===== src/rtl/pipe_ctrl.sv =====
// ---------------------------------------------------------------------------
// pipe_ctrl -- pipeline sequencing controller for the five-stage core.
//
// Generates the stall vector consumed by the pc, if_id, id_ex, ex_mem and
// mem_wb registers. It also sequences the two multi-cycle resources: the
// divider (start/ready handshake) and the data bus (req/ack handshake).
// Flushes are scheduled here so that a flush never abandons a bus transfer.
//
// Parameters:
//   DIV_TIMEOUT  cycles allowed in DIV_WAIT before the divide is abandoned
//   CNT_W        width of the stall-cycle counter (perf build only)
//
// Ports:
//   clk            system clock, rising edge
//   rst            asynchronous active-low reset
//   stallreq_id    load-use hazard from ID
//   stallreq_ex    generic multi-cycle hold from EX
//   div_start_req  EX holds a div/divu
//   div_ready      divider result valid
//   div_start      one-cycle start pulse to the divider       (registered)
//   div_cancel     one-cycle abort pulse to the divider       (registered)
//   div_timeout    sticky divider-timeout error flag          (registered)
//   mem_req        MEM stage needs the data bus
//   bus_ack        bus transfer complete
//   bus_req        bus request, held until ack                (registered)
//   flush_req      exception / branch-redirect flush request
//   flush          flush pulse to all pipeline registers      (registered)
//   stall[5:0]     bit0 pc, bit1 IF, bit2 ID, bit3 EX, bit4 MEM, bit5 WB
//                  (combinational from state and inputs)
//   stall_cycles   saturating count of cycles with stall[3]=1
//                  (only when PIPE_CTRL_PERF_EN is defined)
//
// Build option:
//   PIPE_CTRL_PERF_EN  adds the stall_cycles port and counter.
// ---------------------------------------------------------------------------
module pipe_ctrl #(
  parameter int DIV_TIMEOUT = 64,
  parameter int CNT_W       = 16
) (
  input  logic             clk,
  input  logic             rst,
  input  logic             stallreq_id,
  input  logic             stallreq_ex,
  input  logic             div_start_req,
  input  logic             div_ready,
  output logic             div_start,
  output logic             div_cancel,
  output logic             div_timeout,
  input  logic             mem_req,
  input  logic             bus_ack,
  output logic             bus_req,
  input  logic             flush_req,
  output logic             flush,
  output logic [5:0]       stall
`ifdef PIPE_CTRL_PERF_EN
  ,
  output logic [CNT_W-1:0] stall_cycles
`endif
);

  // Stall patterns: a stage stalled while the next one runs inserts a bubble.
  localparam logic [5:0] STALL_BUS  = 6'b011111;
  localparam logic [5:0] STALL_EX   = 6'b001111;
  localparam logic [5:0] STALL_ID   = 6'b000111;
  localparam logic [5:0] STALL_NONE = 6'b000000;

  // The counter only has to reach DIV_TIMEOUT-1.
  localparam int              CW       = (DIV_TIMEOUT > 1) ? $clog2(DIV_TIMEOUT) : 1;
  localparam logic [CW-1:0]   DIV_LAST = CW'(DIV_TIMEOUT - 1);

  typedef enum logic [1:0] {
    IDLE     = 2'b00,
    DIV_WAIT = 2'b01,
    MEM_WAIT = 2'b10
  } state_t;

  state_t          state;
  logic [CW-1:0]   div_cnt;
  logic            flush_pend;
  logic            bus_hold;
  logic            div_hold;

  // -------------------------------------------------------------------------
  // Stall vector. The FSM terms are gated by rst so that a held mem_req or
  // div_start_req cannot stall the pipe while reset is asserted; the hazard
  // inputs from ID/EX still pass straight through.
  // -------------------------------------------------------------------------
  always_comb begin
    // NOTE: every signal written here gets a default first, so no path
    // leaves it unassigned and no latch is inferred.
    bus_hold = 1'b0;
    div_hold = 1'b0;
    stall    = STALL_NONE;
    if (rst) begin
      case (state)
        IDLE: begin
          bus_hold = mem_req;
          // A flush in the launch cycle kills the divide before it starts.
          div_hold = !mem_req && div_start_req && !flush_req;
        end
        MEM_WAIT: bus_hold = !bus_ack;
        DIV_WAIT: div_hold = !div_ready && !flush_req;
        default:  ;
      endcase
    end
    if (bus_hold)                      stall = STALL_BUS;
    else if (div_hold || stallreq_ex)  stall = STALL_EX;
    else if (stallreq_id)              stall = STALL_ID;
  end

  // -------------------------------------------------------------------------
  // Sequencing FSM with registered handshake outputs.
  // -------------------------------------------------------------------------
  always_ff @(posedge clk or negedge rst) begin
    if (!rst) begin
      state       <= IDLE;
      div_cnt     <= '0;
      flush_pend  <= 1'b0;
      bus_req     <= 1'b0;
      div_start   <= 1'b0;
      div_cancel  <= 1'b0;
      flush       <= 1'b0;
      div_timeout <= 1'b0;
    end else begin
      // NOTE: sequential state uses non-blocking assignments so every
      // register samples the pre-edge values, independent of statement order.
      div_start  <= 1'b0;
      div_cancel <= 1'b0;
      flush      <= 1'b0;

      case (state)
        IDLE: begin
          if (flush_req) flush <= 1'b1;
          // Bus first; a pending divide is taken on a later IDLE cycle.
          if (mem_req) begin
            bus_req <= 1'b1;
            state   <= MEM_WAIT;
          end else if (div_start_req && !flush_req) begin
            div_start <= 1'b1;
            div_cnt   <= '0;
            state     <= DIV_WAIT;
          end
        end

        MEM_WAIT: begin
          // The transfer always completes; a flush waits for the ack and is
          // merged with one arriving in the ack cycle into a single pulse.
          if (bus_ack) begin
            bus_req    <= 1'b0;
            flush      <= flush_pend | flush_req;
            flush_pend <= 1'b0;
            state      <= IDLE;
          end else if (flush_req) begin
            flush_pend <= 1'b1;
          end
        end

        DIV_WAIT: begin
          div_cnt <= div_cnt + 1'b1;
          // Flush wins over a result in the same cycle: the divide belongs
          // to an instruction that is being discarded.
          if (flush_req) begin
            div_cancel <= 1'b1;
            flush      <= 1'b1;
            state      <= IDLE;
          end else if (div_ready) begin
            state <= IDLE;
          end else if (div_cnt == DIV_LAST) begin
            div_timeout <= 1'b1;
            div_cancel  <= 1'b1;
            state       <= IDLE;
          end
        end

        default: begin
          bus_req    <= 1'b0;
          flush_pend <= 1'b0;
          state      <= IDLE;
        end
      endcase
    end
  end

`ifdef PIPE_CTRL_PERF_EN
  // Cycles in which EX is held; saturates instead of wrapping.
  always_ff @(posedge clk or negedge rst) begin
    if (!rst) begin
      stall_cycles <= '0;
    end else if (stall[3] && (stall_cycles != {CNT_W{1'b1}})) begin
      stall_cycles <= stall_cycles + 1'b1;
    end
  end
`else
  // CNT_W only sizes the perf counter; keep it referenced in this build.
  logic unused_cnt_w;
  assign unused_cnt_w = (CNT_W > 0);
`endif

endmodule

===== config.mk =====
export PLATFORM = sky130hd
export DESIGN_NAME = pipe_ctrl
export DESIGN_NICKNAME = d
export VERILOG_FILES = /design/src/rtl/pipe_ctrl.sv
export SDC_FILE = /design/constraint.sdc
export NUM_CORES = 1
export LEC_CHECK = 0
export ABC_AREA = 0
export BUFFER_PORTS_ARGS = -buffer_cell sky130_fd_sc_hd__buf_2
export CAP_MARGIN = 20
export CORE_MARGIN = 10
export CORE_UTILIZATION = 45
export CTS_BUF_LIST = sky130_fd_sc_hd__clkbuf_4 sky130_fd_sc_hd__clkbuf_8 sky130_fd_sc_hd__clkbuf_16
export CTS_CLUSTER_DIAMETER = 60
export DETAILED_ROUTE_END_ITERATION = 8
export MAX_ROUTING_LAYER = met4
export PLACE_DENSITY = 0.79
export SYNTH_ARGS = -nofsm -noshare
export SYNTH_HDL_FRONTEND = slang
export SYNTH_SLANG_ARGS = --single-unit
export TNS_END_PERCENT = 10

===== constraint.sdc =====
create_clock -name clk -period 1.7 [get_ports clk]
set_clock_uncertainty 0.15 [all_clocks]
set_input_delay 0.51 -clock clk [delete_from_list [all_inputs] [get_ports clk]]
set_output_delay 0.51 -clock clk [all_outputs]
set_load 0.01 [all_outputs]

## Word level (Yosys, flattened, before mapping)

Cells that the tools add are included.

- Register bits after elaboration: 14
- Bits in writable memories: 0
- Output and inout port bits: 11
- Latch bits: 0
- Memories kept: 0
- Input bits: 9
- Memory bits (read-only): 0

- Muxes and demuxes: 33
- Add/sub/neg operators: 1
- Reductions and logical operators: 17
- Shift operators: 0
- $mul: 0
- Equal/unequal tests: 10
- Magnitude comparators: 0
- Divide/modulo/power cells: 0
- Bitwise gates (word level): 5

Operators with widths:

| operator | count |
|---|---|
| $mux W1 | 15 |
| $mux W2 | 6 |
| $mux W6 | 2 |
| $pmux W6 S2 | 1 |
| $reduce_and A3 Y1 | 3 |
| $ne A2 B2 Y1 const B | 4 |
| $pmux W1 S2 | 4 |
| $add A6 B1 Y6 const B | 1 |
| $eq A6 B6 Y1 const B | 1 |
| $ne A3 B3 Y1 const B | 2 |
| $pmux W2 S3 | 1 |
| $mux W5 | 1 |
| $logic_and A1 B1 Y1 | 4 |
| $logic_not A1 Y1 | 4 |
| $mux W4 | 1 |
| $ne A4 B4 Y1 const B | 1 |
| $not A1 Y1 | 4 |
| $reduce_and A4 Y1 | 1 |
| $mux W3 | 1 |
| $pmux W1 S3 | 1 |
| $eq A2 B1 Y1 const B | 1 |
| $eq A2 B2 Y1 const B | 1 |
| $logic_not A2 Y1 | 1 |
| $reduce_and A2 Y1 | 1 |
| other kinds (4) | 4 |

## Logic depth before layout (Yosys ltp)

- Depth after elaboration: 8
- Depth in mapped cells: 5
- Gate-level depth less buffers: 4

## Worst setup path after synthesis

OpenSTA, ideal clock, no wires.

- Path type: input port to output port
- From: in bus_ack
- To: out stall[1]
- Stages: 4
- Path slack: -0.222 ns
- Arrival time: 1.262 ns
- Data required time: 1.040 ns
- Path through: nand2b_1 -> a211o_1 -> nand4bb_1 -> buf_4

- Word-level cells in the longest chain between the ends: 4

RTL lines:

| element | line | source |
|---|---|---|
| start, declared | 50 | `input logic bus_ack,` |
| $logic_not A1 Y1 | 101 | `MEM_WAIT: bus_hold = !bus_ack;` |
| $pmux W1 S2 | 95 | `case (state)` |
| $mux W1 | 94 | `if (rst) begin` |
| $mux W5 | 106 | `if (bus_hold) stall = STALL_BUS;` |
| end, declared | 54 | `output logic [5:0] stall` |

Every way passes these cells.

## Worst setup path in the final report

- From: reg state[1]
- To: out stall[0]

- Word-level cells in the longest chain between the ends: 6
- Elaborated cells between the ends (all ways): 10
- Those cells by class: eq/ne: 2; mux: 6; reduce/logical: 2

RTL lines:

| element | line | source |
|---|---|---|
| start, declared | 77 | `state_t state;` |
| start signal, assigned | 116 | `state <= IDLE;` |
| start signal, assigned | 137 | `state <= MEM_WAIT;` |
| start signal, assigned | 141 | `state <= DIV_WAIT;` |
| $eq A2 B1 Y1 or $logic_not A2 Y1 (tied branches) | 95 |  |
| $pmux W1 S2 | 95 |  |
| $mux W1 | 94 |  |
| $logic_or A1 B1 Y1 | 107 | `else if (div_hold \|\| stallreq_ex) stall = STALL_EX;` |
| $mux W4 | 107 |  |
| $mux W5 (*) | 106 |  |

Every way passes the cells marked *; elsewhere a longest branch is shown, timed or not.

==> impl_metrics.tcl <==
set metrics [dict create \
    status "finished, violations left" \
    violations "negative setup slack" \
    place_area_um2 953 \
    grt_pass1_wl_um 3060 \
    io_buffers 18 \
    syn_area_um2 782 \
    ant_nets 0 \
    drc 0 \
    grt_max_degree 11 \
    nFillCells 138 \
    post-dp-hpwl_um 1470 \
    cts-root-buf "clkbuf_4" \
    end_kind "output port" \
    nets 125 \
    fin_ws_ns -0.373 \
    clockBufferDepth 2 \
    synth_fp_nets 95 \
    slowest_delay_ns 0.41 \
    clk_latency_ns 0.28 \
    clock_sinks 14 \
    synth-warning-count 0 \
    avgSynthCellArea_um2 9.20 \
    initial_core_util_pct 46.3 \
    p_per_area_nw_per_um2 883 \
    slew_viol_final 0 \
    antenna_found_initial 0 \
    period_needed_ns 2.07 \
    ios 20 \
    numCtsBuffers 3 \
    cap_violations 0 \
    place_congestion 0.817 \
    coreArea_um2 1690 \
    drive_gt1_share_pct 37.2 \
    path_class "reg -> out" \
    ys_types 31 \
    track_usage_pct 11.2 \
    whs_ns 0.0175 \
    fmax_mhz 482 \
    syn_to_final_growth_pct 27.8 \
    rsz0062_at_grt "true" \
    routedWlPerCell_um 13.9 \
    vias 713 \
    grt-ovfl-total 0 \
    placementRows 15 \
    die_y_um 61.7 \
    layout.cells.non_filler 130 \
    netlist_instances 85 \
    hp-class "in -> async" \
    leakage_uw 0.000490 \
    grt_pass1_vias 706 \
    holdBufCountCts 0 \
    die_w_um 61.7 \
    slowest_stage "dfrtp_1" \
    worst_ir_drop_vdd_mv 0.405 \
    diodes 0 \
    htreeDepth 1 \
    path_cells "nand2b_4 -> a211o_1 -> nand4bb_1 -> buf_2" \
    period_share_pct 122 \
    dieArea_um2 3810 \
    final_util_pct 59.2 \
    path_clk_slew_ns 0.07 \
    hold_violations 0 \
    dp_cells 126 \
    worstSetupStartpointType "register" \
    firstDrtPassIters 4 \
    cp_max_fo 4 \
    required_ns 1.04 \
    ys_seq_area_share_pct 44.8 \
    setup_violations 9 \
    cp.arrival_ns 1.41 \
    yosys_register_bits 14 \
    vias_per_cell 5.48 \
    final_area_um2 1000 \
    drt-initial-drc-count 19 \
    cts_tree "yes" \
    wirelength_um 1800 \
]
kinds of logic after synthesis:
logic type	share of synthesized area (%)
compound gates	21.8
fa+ha+maj	1.60
buf+inv	8.64
flops	44.8
mux	2.56
other cells	0.480
simple gates	20.2
registers in the layout, summed over array words and instances, names as in the netlist:
name and cells:
bus_req 1, div_cancel 1, div_timeout 1, state 2
flush_pend 1, flush 1, div_start 1, div_cnt 6
cell type report:
cell class,instances,area (µm²),share of cell area [%]
multi-input combinational,58,379,37.9
inverter,4,15.0,1.50
clock buffer,3,22.5,2.25
tap,17,21.3,2.13
timing repair buffer,34,210,21.0
sequential,14,352,35.2
placed cells by master, fill, tap and decap left out, types with 2 or more instances in the layout:
master,count
a21oi_1,7
buf_2,18
buf_4,16
clkbuf_4,3
dfrtp_1,13
inv_1,3
mux2i_1,2
nand2_1,4
nand2b_1,2
nand3_1,5
nor2_1,6
o21ai_0,2
o21ai_1,9
o21bai_1,2
or4b_1,2
final timing paths:
check	endpoint	from	cells after the start	slack, ns
max in group asynchronous	div_cnt[5]$_DFFE_PN0P_	rst	2	1.22
hold / removal	state[1]$_DFFE_PN0P_	rst	2	0.02
min in group clk	div_timeout$_DFFE_PN0P_	div_timeout$_DFFE_PN0P_	1	0.31
hold reg to reg	div_timeout$_DFFE_PN0P_	div_timeout$_DFFE_PN0P_	1	0.31
setup / recovery	stall[0]	state[1]$_DFFE_PN0P_	4	-0.37
setup reg to reg	div_cnt[2]$_DFFE_PN0P_	state[1]$_DFFE_PN0P_	4	-0.10
synth_stat cells:
| library cell | number | area (µm²) |
|---|---|---|
| nor2_1 | 6 | 22.5 |
| o211ai_1 | 1 | 7.51 |
| nand3_1 | 5 | 25.0 |
| buf_2 | 3 | 15.0 |
| nor4b_1 | 1 | 8.76 |
| o21bai_1 | 2 | 15.0 |
| buf_4 | 4 | 30.0 |
| conb_1 | 1 | 3.75 |
| o21ai_1 | 9 | 45.0 |
| nand2b_1 | 3 | 18.8 |
| o21ba_1 | 1 | 10.0 |
| o21ai_0 | 2 | 10.0 |
| mux2i_1 | 2 | 20.0 |
| a21oi_1 | 7 | 35.0 |
| nor3b_1 | 1 | 7.51 |
| inv_2 | 1 | 3.75 |
| a21o_1 | 1 | 7.51 |
| a21boi_0 | 1 | 7.51 |
| nand2_1 | 4 | 15.0 |
| a211o_1 | 1 | 8.76 |
| a211oi_2 | 1 | 12.5 |
| ha_1 | 1 | 12.5 |
| nand4bb_1 | 1 | 11.3 |
| clkbuf_1 | 2 | 7.51 |
| nand3b_1 | 1 | 7.51 |
| nand4b_1 | 1 | 8.76 |
| a2111o_1 | 1 | 11.3 |
| dfrtp_1 | 14 | 350 |
| inv_1 | 3 | 11.3 |
| nor2b_1 | 2 | 12.5 |
| or4b_1 | 2 | 20.0 |
power breakdown:
group	total [µW]	internal (µW)	leakage (µW)	switching, µW
registers	448	393	0.000182	55.4
logic	253	125	0.000294	128
clock network	181	82.1	0.0000138	99.4
layer usage:
layer  wire (µm)  vias to the layer above  track usage, %
li1            -                      351               -
met1         740                      335            11.7
met2         874                       23            18.6
met3         153                        4            2.68
met4          34                        0            6.69
met5           0                        -               -
metrics by stage:
| step | setup slack (ns) | setup TNS (ns) | power [µW] |
|---|---|---|---|
| final | -0.373 | -1.91 | 883 |
| after floorplan | -0.222 | -0.895 | 595 |
| after detailed placement | -0.320 | -2.83 | 702 |
| after global routing | -0.476 | -2.81 | 952 |
| after CTS | -0.387 | -1.99 | 896 |
| after global placement | -0.282 | -2.51 | 684 |
worst max-delay path, delay by kind of cell (launching register included):
family                 cells  cell delay, ns
AO/OA/AOI/OAI              1            0.28
buffers and inverters      1            0.15
flip-flops                 1            0.41
AND/OR/NAND/NOR            2            0.29
what timing repair did:
action / CTS / global route
pin swaps: 3 / 0
resized for setup: 4 / 0
endpoints found under the setup margin: 9 / 10
setup buffers: 1 / 0
No activity file was read; power rests on OpenSTA's default activity.
